==> config.mk <==
export PLATFORM = sky130hd
export DESIGN_NAME = countdown_timer
export DESIGN_NICKNAME = d
export VERILOG_FILES = /design/src/rtl/timer_pkg.sv /design/src/rtl/countdown_timer.sv
export SDC_FILE = /design/constraint.sdc
export NUM_CORES = 1
export LEC_CHECK = 0
export ABC_AREA = 1
export BUFFER_PORTS_ARGS = -buffer_cell sky130_fd_sc_hd__buf_2
export CAP_MARGIN = 20
export CORE_MARGIN = 2
export CORE_UTILIZATION = 45
export CTS_BUF_LIST = sky130_fd_sc_hd__clkbuf_4
export DETAILED_ROUTE_END_ITERATION = 7
export PLACE_DENSITY = 0.7
export SLEW_MARGIN = 15
export SYNTH_ARGS = -nofsm -noshare
export SYNTH_HDL_FRONTEND = slang
export SYNTH_SLANG_ARGS = --single-unit
==> constraint.sdc <==
create_clock -name clock -period 3.14 [get_ports clock]
set_clock_uncertainty 0.15 [all_clocks]
set_input_delay 0.157 -clock clock [delete_from_list [all_inputs] [get_ports clock]]
set_output_delay 0.157 -clock clock [all_outputs]
set_load 0.05 [all_outputs]
==> src/rtl/timer_pkg.sv <==
// Shared definitions for the countdown timer: state encoding, default width
// and the default round length loaded at reset.
package timer_pkg;

    localparam int TIMER_WIDTH = 8;
    localparam logic [7:0] TIMER_ROUND_LEN = 8'd60;

    typedef enum logic [1:0] {
        IDLE    = 2'd0,
        RUN     = 2'd1,
        PAUSED  = 2'd2,
        EXPIRED = 2'd3
    } timer_state_e;

endpackage

==> src/rtl/countdown_timer.sv <==
// Tick-driven countdown timer with load/start/pause control and expiry flags.
// Optional build macro COUNTDOWN_AUTO_RELOAD_EN restarts the round from the reload register.
module countdown_timer
    import timer_pkg::*;
#(
    parameter int               WIDTH     = TIMER_WIDTH,
    parameter logic [WIDTH-1:0] RESET_VAL = WIDTH'(TIMER_ROUND_LEN)
) (
    input  logic             clock,
    input  logic             reset,
    input  logic             tick_in,
    input  logic             load,
    input  logic [WIDTH-1:0] load_val,
    input  logic             start,
    input  logic             pause,
    output logic [WIDTH-1:0] remaining,
    output logic             running,
    output logic             expired,
    output logic             done_pulse
);

    timer_state_e     state_q, state_d;
    logic [WIDTH-1:0] remaining_q, remaining_d;
    logic [WIDTH-1:0] reload_q, reload_d;
    logic             running_q, running_d;
    logic             expired_q, expired_d;
    logic             done_q, done_d;

    // Next-state and counter logic; load beats pause beats start beats tick.
    always_comb begin
        state_d     = state_q;
        remaining_d = remaining_q;
        reload_d    = reload_q;
        done_d      = 1'b0;
        if (load) begin
            remaining_d = load_val;
            reload_d    = load_val;
            state_d     = IDLE;
        end else begin
            case (state_q)
                IDLE: begin
                    if (!pause && start && (remaining_q != '0)) begin
                        state_d = RUN;
                    end else begin
                        state_d = IDLE;
                    end
                end
                RUN: begin
                    if (pause) begin
                        state_d = PAUSED;
                    end else if (start) begin
                        state_d = RUN;
                    end else if (tick_in) begin
                        if (remaining_q > WIDTH'(1)) begin
                            remaining_d = remaining_q - WIDTH'(1);
                        end else begin
                            // Final tick: the count reaches zero on this edge.
                            done_d = 1'b1;
`ifdef COUNTDOWN_AUTO_RELOAD_EN
                            if (reload_q != '0) begin
                                remaining_d = reload_q;
                                state_d     = RUN;
                            end else begin
                                remaining_d = '0;
                                state_d     = EXPIRED;
                            end
`else
                            remaining_d = '0;
                            state_d     = EXPIRED;
`endif
                        end
                    end else begin
                        state_d = RUN;
                    end
                end
                PAUSED: begin
                    if (!pause && start) begin
                        state_d = RUN;
                    end else begin
                        state_d = PAUSED;
                    end
                end
                EXPIRED: begin
                    remaining_d = '0;
                    state_d     = EXPIRED;
                end
                default: begin
                    state_d = IDLE;
                end
            endcase
        end
        running_d = (state_d == RUN);
        expired_d = (state_d == EXPIRED);
    end

    // State, count and registered status outputs.
    always_ff @(posedge clock or negedge reset) begin
        if (!reset) begin
            state_q     <= IDLE;
            remaining_q <= RESET_VAL;
            reload_q    <= RESET_VAL;
            running_q   <= 1'b0;
            expired_q   <= 1'b0;
            done_q      <= 1'b0;
        end else begin
            state_q     <= state_d;
            remaining_q <= remaining_d;
            reload_q    <= reload_d;
            running_q   <= running_d;
            expired_q   <= expired_d;
            done_q      <= done_d;
        end
    end

    assign remaining  = remaining_q;
    assign running    = running_q;
    assign expired    = expired_q;
    assign done_pulse = done_q;

endmodule
== Word level (Yosys, flattened, before mapping) ==
Cells that the tools add are included.
Widths: inputs -> output; s select.

* Register bits after elaboration: 13
* Logic and storage cells: 42

* $lt $le $gt $ge: 1
* Equality and inequality tests: 8
* $add $sub $neg: 1
* Reduce and logical (&&, ||, !) cells: 7
* Muxes and demuxes: 20

{| class="wikitable"
|+ Operators with widths
! cell !! number
|-
| $mux 8 || 5
|-
| $pmux 8 s2 || 1
|-
| $mux 2 || 6
|-
| $ne 3x3->1 const B || 3
|-
| $gt 8x1->1 const B || 1
|-
| $pmux 2 s4 || 1
|-
| $reduce_bool 8->1 || 1
|-
| $sub 8x1->8 const B || 1
|-
| $mux 1 || 7
|-
| $eq 2x2->1 const B || 3
|-
| $eq 2x1->1 const B || 2
|-
| $reduce_and 4->1 || 1
|-
| $reduce_bool 3->1 || 1
|-
| $logic_and 1x1->1 || 2
|-
| $logic_not 2->1 || 1
|-
| $logic_not 1->1 || 1
|}

== Depth between registers and ports, before layout ==
Gate-level depths: netlist (run 1).

* Word-level depth: 8
* Gate-level depth with buffers: 11
* Depth with buffers taken out: 11

== Least setup slack after synthesis (run 1) ==
OpenSTA, ideal clock, no wires.

* Kind: register -> register
* Start: reg remaining_q[0] (netlist: remaining[0])
* End: reg remaining_q[7] (netlist: remaining[7])
* Data arrival time: 1.656 ns
* Clock period less this slack: 1.884 ns
* Cell stages (with the launch flop): 10
* Library setup time: 0.077 ns
* Path buffers: 0
* Setup slack: 1.256 ns
* Path through: dfrtp_1 > inv_1 > ha_1 > inv_2 > nand2_2 > nand2_4 > nor2_4 > nor2_4 > nand3_1 > a21oi_1

* Word-level cells in the longest chain between the ends: 7

{| class="wikitable"
|+ RTL lines
! item !! RTL line !! source
|-
| start: declaration || countdown_timer.sv:23 || <nowiki>logic [WIDTH-1:0] remaining_q, remaining_d;</nowiki>
|-
| start signal: assignment || countdown_timer.sv:107 || <nowiki>remaining_q <= remaining_d;</nowiki>
|-
| $sub 8x1->8 or $gt 8x1->1 (tied branches) || countdown_timer.sv:55, countdown_timer.sv:54 ||
|-
| $mux 8 (*) || countdown_timer.sv:54 || <nowiki>if (remaining_q > WIDTH'(1)) begin</nowiki>
|-
| $mux 8 (*) || countdown_timer.sv:53 || <nowiki>end else if (tick_in) begin</nowiki>
|-
| $mux 8 (*) || countdown_timer.sv:51 || <nowiki>end else if (start) begin</nowiki>
|-
| $mux 8 (*) || countdown_timer.sv:49 || <nowiki>if (pause) begin</nowiki>
|-
| $pmux 8 s2 (*) || countdown_timer.sv:40 || <nowiki>case (state_q)</nowiki>
|-
| $mux 8 (*) || countdown_timer.sv:35 || <nowiki>if (load) begin</nowiki>
|}

Every way passes the cells marked *; elsewhere a longest branch is shown, timed or not. The select of a mux whose other input is x is not followed.
A chain may end at the register's enable or synchronous reset.

== Final worst setup path (run 1) ==
* Start: reg remaining_q[0] (netlist: remaining[0])
* End: reg remaining_q[6] (netlist: remaining[6])

The elaborated chain is that of the path after synthesis.

==> results.ini, run 1 <==
[grt]
overflow = 0
antenna_found_initial = 0
grt_max_degree = 14
grt_pass1_vias = 846
grt_first_pass_wirelength_um = 3530
grtUsageTotal_pct = 18.7

[synthesis]
synth-seq-area-share_pct = 34.7
synth_cell_type_count = 25
syn-num-nets = 149
avgSynthCellArea_um2 = 7.15
synth-seq-cells = 13
synth-warning-count = 0
netlist_area_um2 = 951
synthCells = 133

[cells_and_area]
nFillCells = 183
final_area_mm2 = 0.00116
nets = 181
area_growth_pct = 22.4
drive_gt1_share_pct = 32.9
final_util_pct = 58.7
antennaDiodeCount = 0
final_cells = 191

[timing]
tightestPinTransition_ns = 0.322
fin_crit_sh_pct = 54.4
min_period_ns = 1.71
setup_violations = 0
drv_slew = 0
rsz0062_at_grt = false
slew-limit-headroom_pct = 78.3
hold_viol = 0
tns_ns = 0
fmax_mhz = 585
fin_ws_ns = 1.43

[power_and_ir_drop]
pwr-share-clk_pct = 18.5
p_sw_mw = 0.287
combPwrFrac_pct = 44.1
power.share.sequential_pct = 37.4
powerDensity_mw_per_mm2 = 540
p_leak_nw = 0.641
switching_share_pct = 45.7
intPower_mw = 0.341
ir_drop_v = 0.000411

[clocking]
cts_buffer_depth = 2
cts_resized = 0
clk_pin_slew_worst_paths_ns = 0.09
clock_latency_ns = 0.27
cts_setup_buffers = 0
clkSinkCount = 13
root_buffer = clkbuf_4
numCtsBuffers = 3
cts_tree = built
h-tree-depth = 1
cts_hold_buf = 4

[routing]
drtPass1Iterations = 4
drc = 0
vias = 877
wl_per_cell_um = 10.7
avgViaCountPerCell = 4.59
totalWireLength_um = 2050
ant_nets = 0
drt_iter0_drc = 11

[outcome]
status = completed

[placement]
io_buffers = 24
place_area_mm2 = 0.00109
place_congestion = 0.818
placed_cells = 183
place_hpwl_um = 1570
pre_cts_ws_ns = 1.45

[floorplan]
initial_core_util_pct = 48.0
fp.dieW_um = 50.0
core_area_mm2 = 0.00198
num_rows = 16
dieArea_mm2 = 0.00250
pin_count = 25
die_h_um = 50.0

[critical_path]
critPathArrivalTime_ns = 1.73
end_kind = flip-flop
required_ns = 3.16
cp_max_fo = 8
start_kind = flip-flop
criticalPathCategory = reg -> reg

[hold_path]
holdCritPathClass = in -> reg

[run]
drv_cap = 0

state kept, by name, indices dropped and copies added (netlist names):
name,flops
remaining,8
running,1
done_pulse,1
state_q,2
expired,1
metal layers:
layer  routed length, um  vias up  part of all wire [%]  track usage (%)
li1                    -      470                     -                -
met1                 953      387                    46             23.3
met2                1010       16                    49             30.9
met3                  67        4                   3.3             4.55
met4                  26        0                   1.3             7.41
met5                   0        -                     0                0
cells by family (layout without fill, tap and decap cells):
kind of cell             count (synthesis)  after routing  synth area share, %
adder cells (fa/ha/maj)                  2              2                 2.63
flip-flops                              13             13                 34.7
buffers and inverters                   19             50                 9.61
XOR/XNOR                                 2              2                 1.84
AND/OR/NAND/NOR                         90             90                 45.4
AO/OA/AOI/OAI                            7              7                 5.79
area by class of cell:
class	instances	area (um2)	share of cell area, %
clock buffers	4	30.0	2.58
repair buffers	28	160	13.8
multi-input cells	101	529	45.5
flip-flops and latches	13	330	28.4
well taps	27	33.8	2.90
inverters	18	80.1	6.88
synthesized netlist by cell type:
cell type | number | share of area (%)
nand2_1 | 57 | 23
inv_1 | 15 | 5.9
dfrtp_1 | 9 | 24
nor2_1 | 7 | 2.8
nand2_2 | 5 | 3.3
nor2_2 | 5 | 3.3
dfstp_2 | 4 | 11
nand3_1 | 4 | 2.1
nor2_4 | 4 | 4.7
nand4_1 | 3 | 2.0
o21ai_0 | 3 | 1.6
ha_1 | 2 | 2.6
inv_2 | 2 | 0.79
nand2_4 | 2 | 2.4
a21oi_1 | 1 | 0.53
a21oi_2 | 1 | 0.92
a31oi_4 | 1 | 2.2
buf_6 | 1 | 1.2
clkinv_8 | 1 | 1.7
nand3_2 | 1 | 1.1
nand3b_1 | 1 | 0.79
nor3_1 | 1 | 0.53
o21ai_1 | 1 | 0.53
xnor2_1 | 1 | 0.92
xor2_1 | 1 | 0.92
placed cells by master, fill, tap and decap left out, drive strengths merged:
cell | synthesis | layout
buf | 1 | 24
dfrtp | 9 | 9
a21oi | 2 | 2
nand3b | 1 | 1
inv | 17 | 17
clkinv | 1 | 1
dlygate4sd3 | 0 | 4
nor3 | 1 | 1
nand3 | 5 | 5
o21ai | 4 | 4
a31oi | 1 | 1
nor2 | 16 | 16
xor2 | 1 | 1
dfstp | 4 | 4
nand4 | 3 | 3
xnor2 | 1 | 1
clkbuf | 0 | 4
ha | 2 | 2
nand2 | 64 | 64
per-stage QoR:
| step | power (mW) | hold WS, ns |
|---|---|---|
| after floorplan | 0.452 | -0.289 |
| after global placement | 0.505 | -0.0845 |
| after detailed placement | 0.512 | -0.0825 |
| after CTS | 0.636 | 0.00526 |
| after global routing | 0.678 | 0.0235 |
| final | 0.628 | 0.0103 |
worst max-delay path, cell delays in order, from the launching register on:
cell,delay (ns)
dfrtp_1,0.41
inv_1,0.15
ha_1,0.30
inv_2,0.06
nand2_2,0.07
nand2_4,0.05
nor2_4,0.12
nor2_4,0.07
nand2_1,0.07
nand2_1,0.05
nand2_1,0.05
nand2_1,0.05
path summary, 6_finish.rpt:
check | cells past startpoint | to | start | slack (ns)
hold reg to reg | 2 | remaining[4] | remaining[4] | 0.37
setup reg to reg | 11 | remaining[6] | remaining[0] | 1.43
setup / recovery | 11 | remaining[6] | remaining[0] | 1.43
max in group asynchronous | 2 | remaining[3] | reset | 2.41
min in group asynchronous | 2 | remaining[0] | reset | 0.15
hold / removal | 5 | remaining[2] | load_val[2] | 0.01
power groups by stage:
stage / clock [mW] / sequential, mW / combinational (mW)
2_1_floorplan: 0 / 0.307 / 0.145
3_3_place_gp: 0 / 0.237 / 0.268
3_5_place_dp: 0 / 0.238 / 0.274
4_1_cts: 0.121 / 0.236 / 0.280
5_1_grt: 0.131 / 0.240 / 0.308
6_report: 0.116 / 0.235 / 0.277
No activity file was read; power rests on OpenSTA's default activity.
==> inputs of run 2 (changes only) <==
==> constraint.sdc (replaced) <==
create_clock -name clock -period 1.7 [get_ports clock]
set_clock_uncertainty 0.15 [all_clocks]
set_input_delay 0.085 -clock clock [delete_from_list [all_inputs] [get_ports clock]]
set_output_delay 0.085 -clock clock [all_outputs]
set_load 0.05 [all_outputs]
==> run 2 against run 1 <==
Largest cell class unchanged. Worst setup slack lost 1.3 ns. Clock power grew 94%. Register-to-register slack lost 1.3 ns. Global-route usage grew 2.0 points. Fmax grew 8.6%. Routed wire length grew 7.5%. Critical path type unchanged. Highest routed layer unchanged. Final cell count grew 4.7%.
==> results.ini, run 2 (synthesis gave the netlist of run 1 again) <==
[outcome]
status = completed

[power_and_ir_drop]
powerDensity_mw_per_mm2 = 964
ir_drop_v = 0.000596
p_leak_nw = 0.680

[critical_path]
critPathCapture = remaining[6]
crit_chain = inv_1 -> ha_4 -> inv_2 -> nand2_2 -> nand2_4 -> nor2_4 -> nor2_4 -> nand2_1 -> nand2_1 -> nand2_1 -> nand2_1
cp_max_fo = 8
crit_top_cell = nand2_1
crit_slowest_cell = dfrtp_2
end_kind = flip-flop
start_kind = flip-flop
r2r_end = remaining[6]
criticalPathCategory = reg -> reg
path_buf_inv = 2
timing.rr.start = remaining[0]
startpoint = remaining[0]
crit_cells = 11
critical_path.top_delay_family = simple AND/OR/NAND/NOR gates
required_ns = 1.73
critPathArrivalTime_ns = 1.61
worst-r2r-cell-count = 11
r2r_setup_slack_ns = 0.13
max_stage_delay_ns = 0.44

[timing]
tightestPinTransition_ns = 0.299
drv_slew = 0
hold_viol = 0
fmax_mhz = 635
slew-limit-headroom_pct = 80.1
rsz0062_at_grt = false
tns_ns = 0
setup_violations = 0
fin_crit_sh_pct = 92.6
min_period_ns = 1.57

[grt]
antenna_found_initial = 0
grt_pass1_vias = 925
grtUsageTotal_pct = 20.7
overflow = 0
grt_max_degree = 14
grt_first_pass_wirelength_um = 3920

[routing]
wl_met1_um = 1060
avgViaCountPerCell = 4.57
totalWireLength_um = 2210
vias = 914
drt_iter0_drc = 6
met2_length_um = 1040
met3_wirelength_um = 72
drtPass1Iterations = 4
wl_per_cell_um = 11.0
drc = 0
highest_layer = met4
ant_nets = 0

[cells_and_area]
final_cell_mix = 57 x nand2_1, 24 x buf_2, 15 x inv_1, 10 x dlygate4sd3_1
ff_latch_area_um2 = 333
final_util_pct = 63.8
final_common_cell = nand2_1
largest_reg_flops = 8
antennaDiodeCount = 0
nFillCells = 167
area_growth_pct = 33.0
final_cells = 200
nets = 190
drive_gt1_share_pct = 35.3
multi_input_area_um2 = 546

[placement]
place_hpwl_um = 1620
placed_cells = 185
io_buffers = 24
place_congestion = 0.810

[clocking]
h-tree-depth = 1
cts_buffer_depth = 2
clock_latency_ns = 0.29
cts_tree = built
numCtsBuffers = 3
root_buffer = clkbuf_4
clk_pin_slew_worst_paths_ns = 0.09
clkSinkCount = 13

[floorplan]
initial_core_util_pct = 48.0
core_area_mm2 = 0.00198
die_h_um = 50.0
pin_count = 25
num_rows = 16
dieArea_mm2 = 0.00250
fp.dieW_um = 50.0

[run]
drv_cap = 0

[hold_path]
worstHoldStart = tick_in
holdCritPathClass = in -> reg
holdPathStages = 5

## run 2: cell types whose count changed in the layout (fill, tap and decap cells not counted)
cell / change
a21oi_2: +1
ha_1: -1
buf_4: +3
dfrtp_2: +2
ha_4: +1
dlygate4sd3_1: +6
dfrtp_1: -2
a21oi_1: -1
## run 2: power by group
group	switching [mW]	total, mW	internal, mW	leakage (nW)
logic	0.371	0.559	0.188	0.506
clock network	0.118	0.225	0.107	0.0184
registers	0.0674	0.434	0.367	0.156
## run 2: metal layers
layer,track usage [%],vias to the layer above
li1,-,485
met4,8.80,0
met2,34.9,19
met1,25.5,404
met3,3.94,6
met5,0,-
## run 2: final cells by class
| cell class | count | area share (%) |
|---|---|---|
| multi-input combinational | 101 | 43.1 |
| sequential | 13 | 26.3 |
| tap | 27 | 2.67 |
| clock buffer | 4 | 2.37 |
| timing repair buffer | 37 | 19.2 |
| inverter | 18 | 6.33 |
## run 2: timing repair
action | in CTS | in global routing
endpoints found under the setup margin | 0 | 6
endpoints found under the hold margin | 22 | 0
gates resized for setup | 0 | 2
setup buffers | 0 | 1
hold buffers | 10 | 0
## run 2: metrics by stage
stage	area [um2]	setup WS (ns)	total power, mW	hold slack [ns]
after global routing	1260	0.000950	1.31	0.0171
after detailed placement	1110	0.130	0.962	-0.152
after CTS	1240	0.105	1.20	0.0120
after global placement	1110	0.167	0.945	-0.159
after floorplan	956	0.0111	0.838	-0.361
final	1260	0.126	1.22	0.0100
## run 2: worst min-delay path by stage
stage	end	slack (ns)
floorplan	done_pulse	-0.36
finish	done_pulse	0.01
detailed placement	remaining[6]	-0.15
global route	done_pulse	0.02
global placement	remaining[6]	-0.16
CTS	done_pulse	0.01
## run 2: worst min-delay path: stages
cell	delay [ns]
buf_2	0.09
inv_1	0.05
nor2_2	0.06
nand4_1	0.07
nor3_1	0.05
